File: src/rtl/stack_pc_unit_if.sv
// Sequencer and memory-side signal bundle for stack_pc_unit.
// slave = the unit's view, master = the sequencer/memory environment's view.
interface stack_pc_unit_if #(
  parameter int unsigned ADDR_W = 20
);
  logic              op_valid;
  logic [15:0]       op;
  logic              op_ready;
  logic [31:0]       ret_pc;
  logic [31:0]       target;

  logic              mem_req;
  logic              mem_we;
  logic [ADDR_W-1:0] mem_addr;
  logic [15:0]       mem_wdata;
  logic [15:0]       mem_rdata;
  logic              mem_ack;

  logic [ADDR_W-1:0] sp;
  logic [31:0]       pc_out;
  logic              pc_load;
  logic              busy;
  logic              stack_err;

  modport slave (
    input  op_valid, op, ret_pc, target, mem_rdata, mem_ack,
    output op_ready, mem_req, mem_we, mem_addr, mem_wdata,
           sp, pc_out, pc_load, busy, stack_err
  );

  modport master (
    output op_valid, op, ret_pc, target, mem_rdata, mem_ack,
    input  op_ready, mem_req, mem_we, mem_addr, mem_wdata,
           sp, pc_out, pc_load, busy, stack_err
  );
endinterface

File: src/rtl/stack_pc_unit.sv
// Executes call/return micro-ops: PC-half push/pop on a word memory, SP and PC update.
// Optional stack bound checking is enabled by defining STACK_BOUND_CHECK_EN.
module stack_pc_unit #(
  parameter int unsigned       ADDR_W   = 20,
  parameter logic [ADDR_W-1:0] SP_INIT  = '1,
  parameter logic [ADDR_W-1:0] SP_LIMIT = '0
) (
  input  logic           clk,
  input  logic           reset,
  stack_pc_unit_if.slave bus
);

  typedef enum logic {
    ST_IDLE,
    ST_ACCESS
  } state_e;

  typedef enum logic [1:0] {
    ACC_PUSH,
    ACC_POP_HI,
    ACC_POP_LO
  } acc_e;

  typedef enum logic [15:0] {
    OP_NOP     = 16'd0,
    OP_PUSH_LO = 16'd1,
    OP_PUSH_HI = 16'd2,
    OP_MOV_LO  = 16'd3,
    OP_MOV_HI  = 16'd4,
    OP_POP_HI  = 16'd5,
    OP_POP_LO  = 16'd6
  } op_e;

`ifdef STACK_BOUND_CHECK_EN
  localparam bit LP_BOUND_EN = 1'b1;
`else
  localparam bit LP_BOUND_EN = 1'b0;
`endif

  // A push at this SP would write below the legal floor.
  localparam logic [ADDR_W-1:0] LP_FLOOR = SP_LIMIT - ADDR_W'(1);

  state_e            r_state, w_state_nxt;
  acc_e              r_acc, w_acc_nxt;
  logic [ADDR_W-1:0] r_sp, w_sp_nxt;
  logic [15:0]       r_ret_hi, w_ret_hi_nxt;
  logic [31:0]       r_pc_buf, w_pc_buf_nxt;
  logic [31:0]       r_pc_out, w_pc_out_nxt;
  logic              r_pc_load, w_pc_load_nxt;
  logic              r_mem_we, w_mem_we_nxt;
  logic [ADDR_W-1:0] r_mem_addr, w_mem_addr_nxt;
  logic [15:0]       r_mem_wdata, w_mem_wdata_nxt;

  logic w_accept;
  logic w_is_push;
  logic w_is_pop;
  logic w_push_blk;
  logic w_pop_blk;

  assign w_accept   = (r_state == ST_IDLE) && bus.op_valid;
  assign w_is_push  = (bus.op == OP_PUSH_LO) || (bus.op == OP_PUSH_HI);
  assign w_is_pop   = (bus.op == OP_POP_HI)  || (bus.op == OP_POP_LO);
  assign w_push_blk = LP_BOUND_EN && (r_sp == LP_FLOOR);
  assign w_pop_blk  = LP_BOUND_EN && (r_sp == SP_INIT);

  always_ff @(posedge clk or negedge reset) begin
    if (!reset) begin
      r_state     <= ST_IDLE;
      r_acc       <= ACC_PUSH;
      r_sp        <= SP_INIT;
      r_ret_hi    <= '0;
      r_pc_buf    <= '0;
      r_pc_out    <= '0;
      r_pc_load   <= 1'b0;
      r_mem_we    <= 1'b0;
      r_mem_addr  <= '0;
      r_mem_wdata <= '0;
    end else begin
      r_state     <= w_state_nxt;
      r_acc       <= w_acc_nxt;
      r_sp        <= w_sp_nxt;
      r_ret_hi    <= w_ret_hi_nxt;
      r_pc_buf    <= w_pc_buf_nxt;
      r_pc_out    <= w_pc_out_nxt;
      r_pc_load   <= w_pc_load_nxt;
      r_mem_we    <= w_mem_we_nxt;
      r_mem_addr  <= w_mem_addr_nxt;
      r_mem_wdata <= w_mem_wdata_nxt;
    end
  end

  always_comb begin
    w_state_nxt     = r_state;
    w_acc_nxt       = r_acc;
    w_sp_nxt        = r_sp;
    w_ret_hi_nxt    = r_ret_hi;
    w_pc_buf_nxt    = r_pc_buf;
    w_pc_out_nxt    = r_pc_out;
    w_pc_load_nxt   = 1'b0;
    w_mem_we_nxt    = r_mem_we;
    w_mem_addr_nxt  = r_mem_addr;
    w_mem_wdata_nxt = r_mem_wdata;

    case (r_state)
      ST_IDLE: begin
        if (w_accept) begin
          case (bus.op)
            OP_PUSH_LO: begin
              if (!w_push_blk) begin
                // Only the upper half is needed later by PUSH_PC_HIGH.
                w_ret_hi_nxt    = bus.ret_pc[31:16];
                w_state_nxt     = ST_ACCESS;
                w_acc_nxt       = ACC_PUSH;
                w_mem_we_nxt    = 1'b1;
                w_mem_addr_nxt  = r_sp;
                w_mem_wdata_nxt = bus.ret_pc[15:0];
              end
            end
            OP_PUSH_HI: begin
              if (!w_push_blk) begin
                w_state_nxt     = ST_ACCESS;
                w_acc_nxt       = ACC_PUSH;
                w_mem_we_nxt    = 1'b1;
                w_mem_addr_nxt  = r_sp;
                w_mem_wdata_nxt = r_ret_hi;
              end
            end
            OP_MOV_LO: begin
              w_pc_buf_nxt[15:0] = bus.target[15:0];
            end
            OP_MOV_HI: begin
              w_pc_out_nxt  = {bus.target[31:16], r_pc_buf[15:0]};
              w_pc_load_nxt = 1'b1;
            end
            OP_POP_HI, OP_POP_LO: begin
              if (!w_pop_blk) begin
                w_state_nxt    = ST_ACCESS;
                w_acc_nxt      = (bus.op == OP_POP_HI) ? ACC_POP_HI : ACC_POP_LO;
                w_mem_we_nxt   = 1'b0;
                w_mem_addr_nxt = r_sp + ADDR_W'(1);
              end
            end
            default: ;
          endcase
        end
      end
      ST_ACCESS: begin
        if (bus.mem_ack) begin
          w_state_nxt = ST_IDLE;
          case (r_acc)
            ACC_PUSH: w_sp_nxt = r_sp - ADDR_W'(1);
            ACC_POP_HI: begin
              w_sp_nxt              = r_sp + ADDR_W'(1);
              w_pc_buf_nxt[31:16]   = bus.mem_rdata;
            end
            ACC_POP_LO: begin
              w_sp_nxt      = r_sp + ADDR_W'(1);
              w_pc_out_nxt  = {r_pc_buf[31:16], bus.mem_rdata};
              w_pc_load_nxt = 1'b1;
            end
            default: ;
          endcase
        end
      end
      default: w_state_nxt = ST_IDLE;
    endcase
  end

`ifdef STACK_BOUND_CHECK_EN
  logic r_stack_err;
  logic w_err_set;

  assign w_err_set = w_accept && ((w_is_push && w_push_blk) || (w_is_pop && w_pop_blk));

  always_ff @(posedge clk or negedge reset) begin
    if (!reset) begin
      r_stack_err <= 1'b0;
    end else if (w_err_set) begin
      r_stack_err <= 1'b1;
    end
  end

  assign bus.stack_err = r_stack_err;
`else
  logic w_unused_decode;
  assign w_unused_decode = w_is_push ^ w_is_pop;
  assign bus.stack_err   = 1'b0 & w_unused_decode;
`endif

  assign bus.op_ready  = (r_state == ST_IDLE);
  assign bus.mem_req   = (r_state == ST_ACCESS);
  assign bus.busy      = (r_state == ST_ACCESS);
  assign bus.mem_we    = r_mem_we;
  assign bus.mem_addr  = r_mem_addr;
  assign bus.mem_wdata = r_mem_wdata;
  assign bus.sp        = r_sp;
  assign bus.pc_out    = r_pc_out;
  assign bus.pc_load   = r_pc_load;

endmodule
File: src/flat_wrapper.sv
// flat-port wrapper written by rule: the top's interface ports become plain ports
module stack_pc_unit_flat 
#(
  parameter int unsigned       ADDR_W   = 20,
  parameter logic [ADDR_W-1:0] SP_INIT  = '1,
  parameter logic [ADDR_W-1:0] SP_LIMIT = '0
)
  (clk, reset, bus_op_valid, bus_op, bus_ret_pc, bus_target, bus_mem_rdata, bus_mem_ack, bus_op_ready, bus_mem_req, bus_mem_we, bus_mem_addr, bus_mem_wdata, bus_sp, bus_pc_out, bus_pc_load, bus_busy, bus_stack_err);
  stack_pc_unit_if #(.ADDR_W(ADDR_W)) bus_i ();
  input  logic clk;
  input  logic reset;
  input wire logic [$bits(bus_i.op_valid)-1:0] bus_op_valid;
  input wire logic [$bits(bus_i.op)-1:0] bus_op;
  input wire logic [$bits(bus_i.ret_pc)-1:0] bus_ret_pc;
  input wire logic [$bits(bus_i.target)-1:0] bus_target;
  input wire logic [$bits(bus_i.mem_rdata)-1:0] bus_mem_rdata;
  input wire logic [$bits(bus_i.mem_ack)-1:0] bus_mem_ack;
  output wire logic [$bits(bus_i.op_ready)-1:0] bus_op_ready;
  output wire logic [$bits(bus_i.mem_req)-1:0] bus_mem_req;
  output wire logic [$bits(bus_i.mem_we)-1:0] bus_mem_we;
  output wire logic [$bits(bus_i.mem_addr)-1:0] bus_mem_addr;
  output wire logic [$bits(bus_i.mem_wdata)-1:0] bus_mem_wdata;
  output wire logic [$bits(bus_i.sp)-1:0] bus_sp;
  output wire logic [$bits(bus_i.pc_out)-1:0] bus_pc_out;
  output wire logic [$bits(bus_i.pc_load)-1:0] bus_pc_load;
  output wire logic [$bits(bus_i.busy)-1:0] bus_busy;
  output wire logic [$bits(bus_i.stack_err)-1:0] bus_stack_err;
  assign bus_i.op_valid = bus_op_valid;
  assign bus_i.op = bus_op;
  assign bus_i.ret_pc = bus_ret_pc;
  assign bus_i.target = bus_target;
  assign bus_i.mem_rdata = bus_mem_rdata;
  assign bus_i.mem_ack = bus_mem_ack;
  assign bus_op_ready = bus_i.op_ready;
  assign bus_mem_req = bus_i.mem_req;
  assign bus_mem_we = bus_i.mem_we;
  assign bus_mem_addr = bus_i.mem_addr;
  assign bus_mem_wdata = bus_i.mem_wdata;
  assign bus_sp = bus_i.sp;
  assign bus_pc_out = bus_i.pc_out;
  assign bus_pc_load = bus_i.pc_load;
  assign bus_busy = bus_i.busy;
  assign bus_stack_err = bus_i.stack_err;
  stack_pc_unit #(.ADDR_W(ADDR_W), .SP_INIT(SP_INIT), .SP_LIMIT(SP_LIMIT)) u_core (.clk(clk), .reset(reset), .bus(bus_i));
endmodule
File: config.mk
export PLATFORM = sky130hd
export DESIGN_NAME = stack_pc_unit_flat
export DESIGN_NICKNAME = d
export VERILOG_FILES = /design/src/rtl/stack_pc_unit_if.sv /design/src/rtl/stack_pc_unit.sv /design/src/flat_wrapper.sv
export SDC_FILE = /design/constraint.sdc
export NUM_CORES = 1
export LEC_CHECK = 0
export ABC_AREA = 1
export CAP_MARGIN = 15
export CORE_MARGIN = 2
export CORE_UTILIZATION = 50
export CTS_BUF_LIST = sky130_fd_sc_hd__clkbuf_4
export DETAILED_ROUTE_END_ITERATION = 10
export PLACE_DENSITY_LB_ADDON = 0.12
export REMOVE_ABC_BUFFERS = 1
export SLEW_MARGIN = 40
export SYNTH_ARGS = -nofsm -noshare
export SYNTH_HDL_FRONTEND = slang
export SYNTH_SLANG_ARGS = --single-unit
File: constraint.sdc
create_clock -name clk -period 4.84 [get_ports clk]
set_input_delay 0.726 -clock clk [delete_from_list [all_inputs] [get_ports clk]]
set_output_delay 0.726 -clock clk [all_outputs]
set_load 0.02 [all_outputs]
==> metrics.yaml <==
status: "finished, final reports clean"
holdCritPathClass: "register to register"
yosysMostFrequentCell: "nand2_1"
intPower_uw: 1585
worst_setup_path_end_kind: "primary output"
setup_slack_ns: 1.591
grt_setup_unrepaired: "false"
peakVddDrop_mv: 0.1585
skew_ns: 0.02092
die_w_um: 127.9
grt_pass1_wl_um: 33180
cts_resized: 0
dieArea_mm2: 0.01635
drive_above_1_share_pct: 9.407
antenna_found_initial: 1
cp-start-kind: "register"
numCtsBuffers: 17
wl_per_cell_um: 14.88
p_per_area_mw_per_mm2: 220.9
pwr-share-seq_pct: 55.4
num_rows: 45
fmax_mhz: 307.8
dp_slack_ns: 1.545
port_buffers: 192
yosys-top-cells-area: "dfrtp_1 (39%), nand2_1 (17%), dfstp_2 (6.8%), nand3_1 (6.2%), o21ai_0 (4.0%)"
syn-instance-count: 1001
power.switching_uw: 606.7
grt_max_degree: 109
area_delta_synth_final_pct: 29.31
fin_tns_setup_ns: 0
fp.dieH_um: 127.9
ys_types: 39
drt_first_iter_violations: 598
synth_edf_count: 0
synth_top_area_share_pct: 39.47
crit_buf_inv: 3
setup_viol: 0
htreeDepth: 4
cp_top_family: "buffers and inverters"
yosys_register_bits: 141
tightestPinTransition_ns: 0.7708
drt_first_pass_iters: 5
clk_path_buf_depth: 2
slowest_stage: "clkdlybuf4s50_1"
worstPathMaxFanout: 50
vias: 7153
vias_per_cell: 5.225
synth_common_cells: "nand2_1 (342), dfrtp_1 (121), nand3_1 (95), inv_1 (74), nor2_1 (74)"
cts.clk_slew.worst_paths_ns: 0.12
yosysTopAreaCell: "dfrtp_1"
io_pins: 194
fin_nets: 1272
fin_crit_ns: 3.249
cts_tree: "done"
dr.max_layer_used: "met4"
syn_avg_cell_area_um2: 7.665
maxCapViolCount: 0
grt_usage_pct: 25.46
initial_utilization_pct: 50.85
combinationalPowerShare_pct: 11.0
criticalPathCategory: "register to primary output"
fin_hold_ws_ns: 0.4909
synth_ff_type: "dfrtp_1"
syn-cell-area_mm2: 0.007672
wl_um: 20370
async_reset_ff_share_pct: 100.0
grt_pass1_vias: 6480
clock_power_share_pct: 33.7
place_congestion: 0.9273
fill_cells: 1342
max_slew_margin_pct: 48.56
clock-sinks: 141
clk_latency_ns: 0.56
drc: 0
period_share_pct: 67.13
grt-ovfl-total: 0
dr_wl_met3_um: 1346
design_area_mm2: 0.009921
root_buffer: "clkbuf_4"
slew_violations: 0
wl_met2_um: 9415
cp.arrival_ns: 2.52
dp_hpwl_um: 14030
wl_met1_um: 9246
required_ns: 4.11
yosysSeqAreaShare_pct: 46.31
yosysWarnings: 0
cpPeakStageDelay_ns: 0.70
finalHoldViolations: 0
postPlaceCellArea_mm2: 0.009608
coreArea_mm2: 0.01509
drtAntennaViolNets: 0
crit_chain: "inv_2 > buf_4 > clkdlybuf4s50_1"
swShare_pct: 27.68
leakage_uw: 0.004757
-- flip-flops by register name (all words and copies together) (netlist names), 2 cells and up --
register	flops
u_core.bus.pc_out	32
u_core.r_pc_buf	32
u_core.bus.mem_addr	20
u_core.bus.sp	20
u_core.bus.mem_wdata	16
u_core.r_ret_hi	16
u_core.r_acc	2
-- path summary, 6_finish.rpt --
check,from,endpoint,slack (ns),depth (start not counted)
worst max-delay path,u_core.bus.busy,bus_op_ready,1.59,3
worst min-delay path,u_core.bus.mem_wdata[5],u_core.bus.mem_wdata[5],0.49,2
worst max register to register,u_core.bus.busy,u_core.bus.pc_out[23],1.93,5
worst min register to register,u_core.bus.mem_wdata[5],u_core.bus.mem_wdata[5],0.49,2
max in group asynchronous,reset,u_core.bus.sp[0],3.07,4
min in group asynchronous,reset,u_core.r_pc_buf[25],0.59,2
-- worst reg2reg max path: cells and delay by family, from the launching register on --
kind | cells | cell delay (ns)
buffers and inverters | 1 | 0.44
AND/OR/NAND/NOR | 3 | 1.38
flip-flops | 1 | 0.86
AO/OA/AOI/OAI | 1 | 0.18
-- metal layers --
metal / global-route usage (%) / vias to the layer above
li1: - / 3555
met5: 0 / -
met3: 5.843 / 28
met1: 35.12 / 3321
met2: 40.30 / 249
met4: 7.757 / 0
-- final cells by class --
cell class,instances,area [µm²],share of cell area [%]
Antenna cell,1,2.502,0.02522
Clock buffer,18,135.1,1.362
Clock inverter,14,137.6,1.387
Inverter,79,296.5,2.989
Multi-Input combinational cell,729,3558,35.87
Sequential cell,141,3553,35.82
Tap cell,188,235.2,2.371
Timing Repair Buffer,199,2002,20.18
-- kinds of logic after synthesis --
| kind of cell | share of synthesized area (%) |
|---|---|
| compound gates | 10.03 |
| xor+xnor | 1.484 |
| fa+ha+maj | 0.8154 |
| buf+inv | 7.404 |
| flops | 46.31 |
| mux | 2.348 |
| other cells | 0.04888 |
| simple gates | 31.56 |
-- per-stage QoR --
step / cells / total power [µW] / utilization, %
6_report: 1369 / 2192 / 65.75
5_1_grt: 1369 / 2295 / 65.75
4_1_cts: 1366 / 2211 / 65.48
3_5_place_dp: 1334 / 1471 / 63.67
3_3_place_gp: 1334 / 1469 / 63.60
2_1_floorplan: 949 / 1322 / -
-- placed cells by master, fill, tap and decap left out, drive strengths merged, types with 2 or more instances in the layout --
| master | count |
|---|---|
| mux2 | 16 |
| ha | 5 |
| xor2 | 12 |
| a21oi | 28 |
| dfstp | 20 |
| nand3 | 98 |
| nor2 | 84 |
| buf | 7 |
| o22ai | 4 |
| o21a | 16 |
| inv | 84 |
| and2 | 2 |
| clkbuf | 18 |
| o21ai | 66 |
| nor3 | 3 |
| dfrtp | 121 |
| o211ai | 19 |
| clkdlybuf4s50 | 191 |
| nand2 | 346 |
| or2 | 16 |
| clkinv | 3 |
| nand4 | 11 |
| clkinvlp | 5 |
-- power by group through the flow --
| stage | clock, µW | combinational, µW | sequential [µW] |
|---|---|---|---|
| 3_5_place_dp | 0 | 236 | 1230 |
| 6_report | 738 | 241 | 1210 |
| 4_1_cts | 759 | 239 | 1210 |
| 5_1_grt | 814 | 265 | 1220 |
| 2_1_floorplan | 0 | 81.5 | 1240 |
| 3_3_place_gp | 0 | 234 | 1230 |
-- what timing repair did --
action / CTS / global route
setup endpoints to repair: 0 / 0
hold endpoints to repair: 0 / 32
setup buffers: 0 / 0
hold buffers: 0 / 1
Note: power is estimated with default switching activity, not from simulation.
